`src/rtl/count_ud_chain_pkg.sv`:
```
// Shared helpers for the cascaded up/down modulo counter:
// terminal-value function, load range check and parameter legality checks.
package count_pkg;

    localparam int MOD_MIN = 2;
    localparam int MOD_MAX = 65536;
    localparam int DIG_MIN = 1;
    localparam int DIG_MAX = 8;

    // Digit value at which a step carries (up) or borrows (down).
    function automatic int unsigned term_val(
        input logic        up,
        input int unsigned modulo
    );
        return up ? modulo - 1 : 0;
    endfunction

    function automatic logic over_range(
        input int unsigned v,
        input int unsigned modulo
    );
        return v >= modulo;
    endfunction

    function automatic logic modulo_ok(input int m);
        return (m >= MOD_MIN) && (m <= MOD_MAX);
    endfunction

    function automatic logic digits_ok(input int d);
        return (d >= DIG_MIN) && (d <= DIG_MAX);
    endfunction

endpackage

```
`src/rtl/count_ud_chain_if.sv`:
```
// Control/status bundle of count_ud_chain.
// master: drives ENABLE/UP/CLEAR/LOAD/LOAD_VAL, observes COUNT/TC/WRAP/LOAD_ERR.
// slave : the counter side of the same signals.
interface count_ud_chain_if #(
    parameter int DIGITS = 4,
    parameter int W      = 4
) ();
    logic                ENABLE;
    logic                UP;
    logic                CLEAR;
    logic                LOAD;
    logic [DIGITS*W-1:0] LOAD_VAL;
    logic [DIGITS*W-1:0] COUNT;
    logic                TC;
    logic                WRAP;
    logic                LOAD_ERR;

    modport master (
        output ENABLE, UP, CLEAR, LOAD, LOAD_VAL,
        input  COUNT, TC, WRAP, LOAD_ERR
    );

    modport slave (
        input  ENABLE, UP, CLEAR, LOAD, LOAD_VAL,
        output COUNT, TC, WRAP, LOAD_ERR
    );
endinterface

```
`src/rtl/count_ud_chain_digit.sv`:
```
// One modulo-MODULO up/down digit of the counter chain.
// Ports: clk, rst (sync, active-high), step, up, clear, load, ld_val in;
//        q (digit value), at_term (q at terminal for up), ld_bad (ld_val >= MODULO) out.
module count_ud_digit
    import count_pkg::*;
#(
    parameter int MODULO = 10,
    parameter int W      = 4
) (
    input  logic         clk,
    input  logic         rst,
    input  logic         step,
    input  logic         up,
    input  logic         clear,
    input  logic         load,
    input  logic [W-1:0] ld_val,
    output logic [W-1:0] q,
    output logic         at_term,
    output logic         ld_bad
);

    localparam logic [W-1:0] TOP = W'(MODULO - 1);

    assign ld_bad  = over_range(32'(ld_val), MODULO);
    assign at_term = (q == W'(term_val(up, MODULO)));

    always_ff @(posedge clk) begin
        if (rst) begin
            q <= '0;
        end else if (clear) begin
            q <= '0;
        end else if (load) begin
            // Out-of-range fields are forced to 0 so q stays < MODULO.
            q <= ld_bad ? '0 : ld_val;
        end else if (step) begin
            if (up) begin
                q <= (q == TOP) ? '0 : q + W'(1);
            end else begin
                q <= (q == '0) ? TOP : q - W'(1);
            end
        end
    end

endmodule

```
`src/rtl/count_ud_chain.sv`:
```
// Cascaded multi-digit up/down modulo counter with sync clear and parallel load.
// Ports: CLK, RST (sync, active-high); bus (slave): ENABLE, UP, CLEAR, LOAD,
//        LOAD_VAL in; COUNT, TC (comb), WRAP, LOAD_ERR (registered pulses) out.
module count_ud_chain
    import count_pkg::*;
#(
    parameter int MODULO = 10,
    parameter int DIGITS = 4
) (
    input  logic            CLK,
    input  logic            RST,
    count_ud_chain_if.slave bus
);

    localparam int W = $clog2(MODULO);

    if (!modulo_ok(MODULO)) begin : g_bad_modulo
        $error("count_ud_chain: MODULO out of range 2..65536");
    end
    if (!digits_ok(DIGITS)) begin : g_bad_digits
        $error("count_ud_chain: DIGITS out of range 1..8");
    end

    logic [DIGITS-1:0] at_term;
    logic [DIGITS-1:0] carry;
    logic [DIGITS-1:0] ld_bad;
    logic [W-1:0]      dq [DIGITS];
    logic              tc;
    logic              wrap_q;
    logic              lerr_q;

    // carry[i]: digit i steps this edge; ripples through lower at_term.
    assign carry[0] = bus.ENABLE;

    for (genvar i = 0; i < DIGITS; i++) begin : g_dig
        if (i > 0) begin : g_carry
            assign carry[i] = carry[i-1] & at_term[i-1];
        end

        count_ud_digit #(
            .MODULO (MODULO),
            .W      (W)
        ) u_digit (
            .clk     (CLK),
            .rst     (RST),
            .step    (carry[i]),
            .up      (bus.UP),
            .clear   (bus.CLEAR),
            .load    (bus.LOAD),
            .ld_val  (bus.LOAD_VAL[i*W +: W]),
            .q       (dq[i]),
            .at_term (at_term[i]),
            .ld_bad  (ld_bad[i])
        );

        assign bus.COUNT[i*W +: W] = dq[i];
    end

    assign tc = &at_term;

    always_ff @(posedge CLK) begin
        if (RST) begin
            wrap_q <= 1'b0;
            lerr_q <= 1'b0;
        end else begin
            wrap_q <= bus.ENABLE & tc & ~bus.LOAD & ~bus.CLEAR;
            lerr_q <= bus.LOAD & ~bus.CLEAR & (|ld_bad);
        end
    end

    assign bus.TC       = tc;
    assign bus.WRAP     = wrap_q;
    assign bus.LOAD_ERR = lerr_q;

endmodule

```
`src/flat_wrapper.sv`:
```
// flat-port wrapper written by rule: the top's interface ports become plain ports
module count_ud_chain_flat import count_pkg::*;
#(
    parameter int MODULO = 10,
    parameter int DIGITS = 4
)
  (CLK, RST, bus_ENABLE, bus_UP, bus_CLEAR, bus_LOAD, bus_LOAD_VAL, bus_COUNT, bus_TC, bus_WRAP, bus_LOAD_ERR);
  count_ud_chain_if #(.DIGITS(DIGITS), .W(4)) bus_i ();
  input  logic CLK;
  input  logic RST;
  input wire logic [$bits(bus_i.ENABLE)-1:0] bus_ENABLE;
  input wire logic [$bits(bus_i.UP)-1:0] bus_UP;
  input wire logic [$bits(bus_i.CLEAR)-1:0] bus_CLEAR;
  input wire logic [$bits(bus_i.LOAD)-1:0] bus_LOAD;
  input wire logic [$bits(bus_i.LOAD_VAL)-1:0] bus_LOAD_VAL;
  output wire logic [$bits(bus_i.COUNT)-1:0] bus_COUNT;
  output wire logic [$bits(bus_i.TC)-1:0] bus_TC;
  output wire logic [$bits(bus_i.WRAP)-1:0] bus_WRAP;
  output wire logic [$bits(bus_i.LOAD_ERR)-1:0] bus_LOAD_ERR;
  assign bus_i.ENABLE = bus_ENABLE;
  assign bus_i.UP = bus_UP;
  assign bus_i.CLEAR = bus_CLEAR;
  assign bus_i.LOAD = bus_LOAD;
  assign bus_i.LOAD_VAL = bus_LOAD_VAL;
  assign bus_COUNT = bus_i.COUNT;
  assign bus_TC = bus_i.TC;
  assign bus_WRAP = bus_i.WRAP;
  assign bus_LOAD_ERR = bus_i.LOAD_ERR;
  count_ud_chain #(.MODULO(MODULO), .DIGITS(DIGITS)) u_core (.CLK(CLK), .RST(RST), .bus(bus_i));
endmodule
```
`config.mk`:
```
export PLATFORM = sky130hd
export DESIGN_NAME = count_ud_chain_flat
export DESIGN_NICKNAME = d
export VERILOG_FILES = /design/src/rtl/count_ud_chain_pkg.sv /design/src/rtl/count_ud_chain_if.sv /design/src/rtl/count_ud_chain_digit.sv /design/src/rtl/count_ud_chain.sv /design/src/flat_wrapper.sv
export SDC_FILE = /design/constraint.sdc
export NUM_CORES = 1
export LEC_CHECK = 0
export CAP_MARGIN = 20
export CORE_MARGIN = 10
export CORE_UTILIZATION = 47
export DETAILED_ROUTE_END_ITERATION = 12
export HOLD_SLACK_MARGIN = 0.02
export PLACE_DENSITY = 0.76
export SKIP_CTS_REPAIR_TIMING = 1
export SYNTH_ARGS = -nofsm -noshare
export SYNTH_HDL_FRONTEND = slang
export SYNTH_HIERARCHICAL = 1
export SYNTH_SLANG_ARGS = --single-unit
```
`constraint.sdc`:
```
create_clock -name CLK -period 3.4 [get_ports CLK]
set_input_delay 1.02 -clock CLK [delete_from_list [all_inputs] [get_ports CLK]]
set_output_delay 1.02 -clock CLK [all_outputs]
set_load 0.02 [all_outputs]
```
==> impl_metrics.csv <==
group,metric,value,unit
routing,post_drt_wl_per_cell,15.2,um
power,p_sw,170,uW
die,die_w,78.5,um
clocking,cts-root-buf,"clkbuf_4",
die,row_count,21,
critical_path,critPathRequiredTime,2.38,ns
grt,grt_use_met1,0.172,
clocking,clk_latency,0.30,ns
power,leakage,0.766,nW
critical_path,crit_top_cell,"clkbuf_2",
critical_path,worstPathCellList,"clkbuf_2 -> or3_1 -> a211oi_1 -> and4_1 -> clkbuf_2",
outcome,status,"completed",
synthesis,synthCells,198,
power,p_int,370,uW
routing,wl,4360,um
grt,grt.busiest_layer,"met2",
critical_path,max_stage_delay,0.32,ns
clocking,cts_tree,"built",
synthesis,ys_seq_area_frac,0.224,
grt,grtUsageTotal,0.139,
clocking,htree_levels,1,
timing,setup_viol,0,
timing,skew,0.00432,ns
finish,fill_cells,305,
grt,grt_max_degree,31,
timing,fin_crit,3.22,ns
clocking,cts.sinks,18,
placement,place_inst,282,
grt,grt_pass1_vias,1561,
synthesis,ys_seq_elements,18,
clocking,clockBufferDepth,2,
routing,avgViaCountPerCell,5.66,
critical_path,critPathLaunchType,"primary input",
die,dieArea,0.00616,sq mm
timing,timing.final.crit_share,0.946,
synthesis,netlist_area,0.00161,sq mm
routing,drc,0,
timing,finalHoldViolCount,0,
die,num_io_pins,41,
placement,port_buffers,40,
synthesis,syn-num-nets,220,
routing,vias,1620,
die,coreArea,0.00331,sq mm
placement,post-dp-hpwl,3260,um
grt,grt_pass1_wl,7310,um
synthesis,ys_warn_count,6,
critical_path,critPathKind,"primary input to output port",
power,p_seq_frac,0.428,
die,start_util,0.485,
min_path,hp-class,"flop to flop",
critical_path,crit_slowest_cell,"or3_1",
power,clkPwrFrac,0.262,
finish,n_antenna_cell,0,
grt,met3_usage,0.0319,
die,fp.dieH,78.5,um
power,power_density,259,mW/mm^2
finish,fin_cells,286,
synthesis,syn_avg_cell_area,8.11,sq um
routing,dr.pass1.iters,4,
grt,antenna_found_initial,0,
run,max-cap-violations,0,
routing,drtIter0Drc,89,
power,pwr-share-comb,0.310,
power,swShare,0.314,
synthesis,synth_cell_types,34,
timing,slew_headroom,0.512,
timing,worst_pin_slew,0.730,ns
placement,place.gp.congestion,0.805,
critical_path,critical_path.endpoint_type,"output port",
grt,grtUsageMet2,0.232,
routing,ant_nets,0,
grt,gr-total-overflow,0,
finish,fin_nets,263,
timing,rsz0062_at_grt,"no",
critical_path,critPathArrivalTime,2.20,ns
finish,areaGrowthSynthToFinish,29.8,%
timing,finalMaxSlewViolations,0,
power,ir_worst_vdd,134,uV
finish,fin_util,0.630,
clocking,cts_made_buffers,3,
timing,clock.fmax,311,MHz
finish,drive_above_1_share,0.171,
clocking,clk_pin_slew,0.11,ns
critical_path,critical_path_peak_fanout,9,
## power by group through the flow
stage	combinational, mW	clock, mW	sequential (mW)
after CTS	0.168	0.147	0.231
after global placement	0.164	0	0.235
after detailed placement	0.167	0	0.236
after floorplan	0.0939	0	0.239
after global routing	0.183	0.152	0.233
final	0.168	0.141	0.231
## metal layers
layer  up-vias  share of wire
met1       757           0.49
met4         0         0.0055
met5         -              0
met2        41           0.46
met3         2          0.052
li1        820              -
## critical path: cells and delay by family
kind                   cells  cell delay [ns]
AND/OR/NAND/NOR            2             0.57
AO/OA/AOI/OAI              1             0.28
buffers and inverters      2             0.34
## final cells by class
| cell class | count | area [sq um] | share of cell area |
|---|---|---|---|
| Multi-Input combinational cell | 160 | 1110 | 0.530 |
| Timing Repair Buffer | 58 | 526 | 0.252 |
| Sequential cell | 18 | 360 | 0.173 |
| Tap cell | 46 | 57.6 | 0.0276 |
| Clock buffer | 4 | 36.3 | 0.0174 |
## placed cells by master (no fill, tap or decap), types with 8 or more instances in the layout
cell type / netlist / routed
or3_1: 8 / 8
nor2_1: 13 / 13
nand2b_1: 12 / 12
a211o_1: 8 / 8
nand3_1: 12 / 12
clkdlybuf4s50_1: 0 / 38
nor2b_1: 8 / 8
nand2_1: 12 / 12
buf_4: 0 / 18
xnor2_1: 8 / 8
a21oi_1: 8 / 8
dfxtp_1: 18 / 18
## state kept, by name, summed over array words and instances, names as in the netlist
register	count
u_core/bus.LOAD_ERR	1
u_core/bus.WRAP	1
u_core/g_dig.u_digit/q	16
## worst paths after layout
path | startpoint | end | slack [ns] | depth (start not counted)
max | bus_UP | bus_TC | 0.18 | 5
min | u_core/g_dig[1].u_digit/q[1]$_SDFFE_PP0P_ | u_core/g_dig[1].u_digit/q[1]$_SDFFE_PP0P_ | 0.67 | 2
max reg2reg | u_core/g_dig[0].u_digit/q[0]$_SDFFE_PP0P_ | u_core/g_dig[3].u_digit/q[3]$_SDFFE_PP0P_ | 1.25 | 7
min reg2reg | u_core/g_dig[1].u_digit/q[1]$_SDFFE_PP0P_ | u_core/g_dig[1].u_digit/q[1]$_SDFFE_PP0P_ | 0.67 | 2
## Yosys cell counts
master / n / area [sq um]
a31oi_1: 4 / 25.0
or3_1: 8 / 50.1
and3_1: 2 / 12.5
o311ai_0: 4 / 35.0
or2_2: 4 / 25.0
and4_1: 1 / 8.76
nand3_1: 12 / 60.1
a211oi_1: 4 / 30.0
o22ai_1: 4 / 25.0
a2111oi_0: 4 / 35.0
nor2_1: 13 / 48.8
or4_1: 1 / 7.51
nor3_2: 4 / 40.0
nor2b_1: 8 / 50.1
xnor2_1: 8 / 70.1
and2_1: 2 / 12.5
a21boi_1: 4 / 30.0
nand2_1: 12 / 45.0
and3_4: 4 / 45.0
nor3_1: 4 / 20.0
clkbuf_1: 4 / 15.0
xor2_1: 4 / 35.0
buf_2: 8 / 40.0
a21oi_1: 8 / 40.0
dfxtp_1: 18 / 360
buf_6: 8 / 90.1
and4b_1: 1 / 10.0
a2111oi_2: 4 / 60.1
mux2i_1: 4 / 40.0
nand2b_1: 12 / 75.1
nor3b_1: 4 / 30.0
o211ai_1: 4 / 30.0
a211o_1: 8 / 70.1
a221oi_1: 4 / 35.0
## cell families after synthesis
| kind of cell | Yosys count | synth area share |
|---|---|---|
| simple gates | 92 | 0.336 |
| compound gates | 52 | 0.259 |
| buf+inv | 20 | 0.0903 |
| flops | 18 | 0.224 |
| xor+xnor | 12 | 0.0654 |
| mux | 4 | 0.0249 |
## per-stage QoR
step                worst slack (ns)  hold WS [ns]  setup TNS [ns]  total power, mW  instance area, sq um
global route                  0.0622         0.702               0            0.568                  2090
detailed placement            -0.719         0.653          -0.739            0.403                  2050
CTS                           -0.724         0.665          -0.724            0.546                  2090
finish                         0.183         0.669               0            0.540                  2090
global placement              -0.683         0.638          -0.683            0.400                  2050
floorplan                      0.339         0.685               0            0.333                  1610
Note: power is estimated with default switching activity, not from simulation.
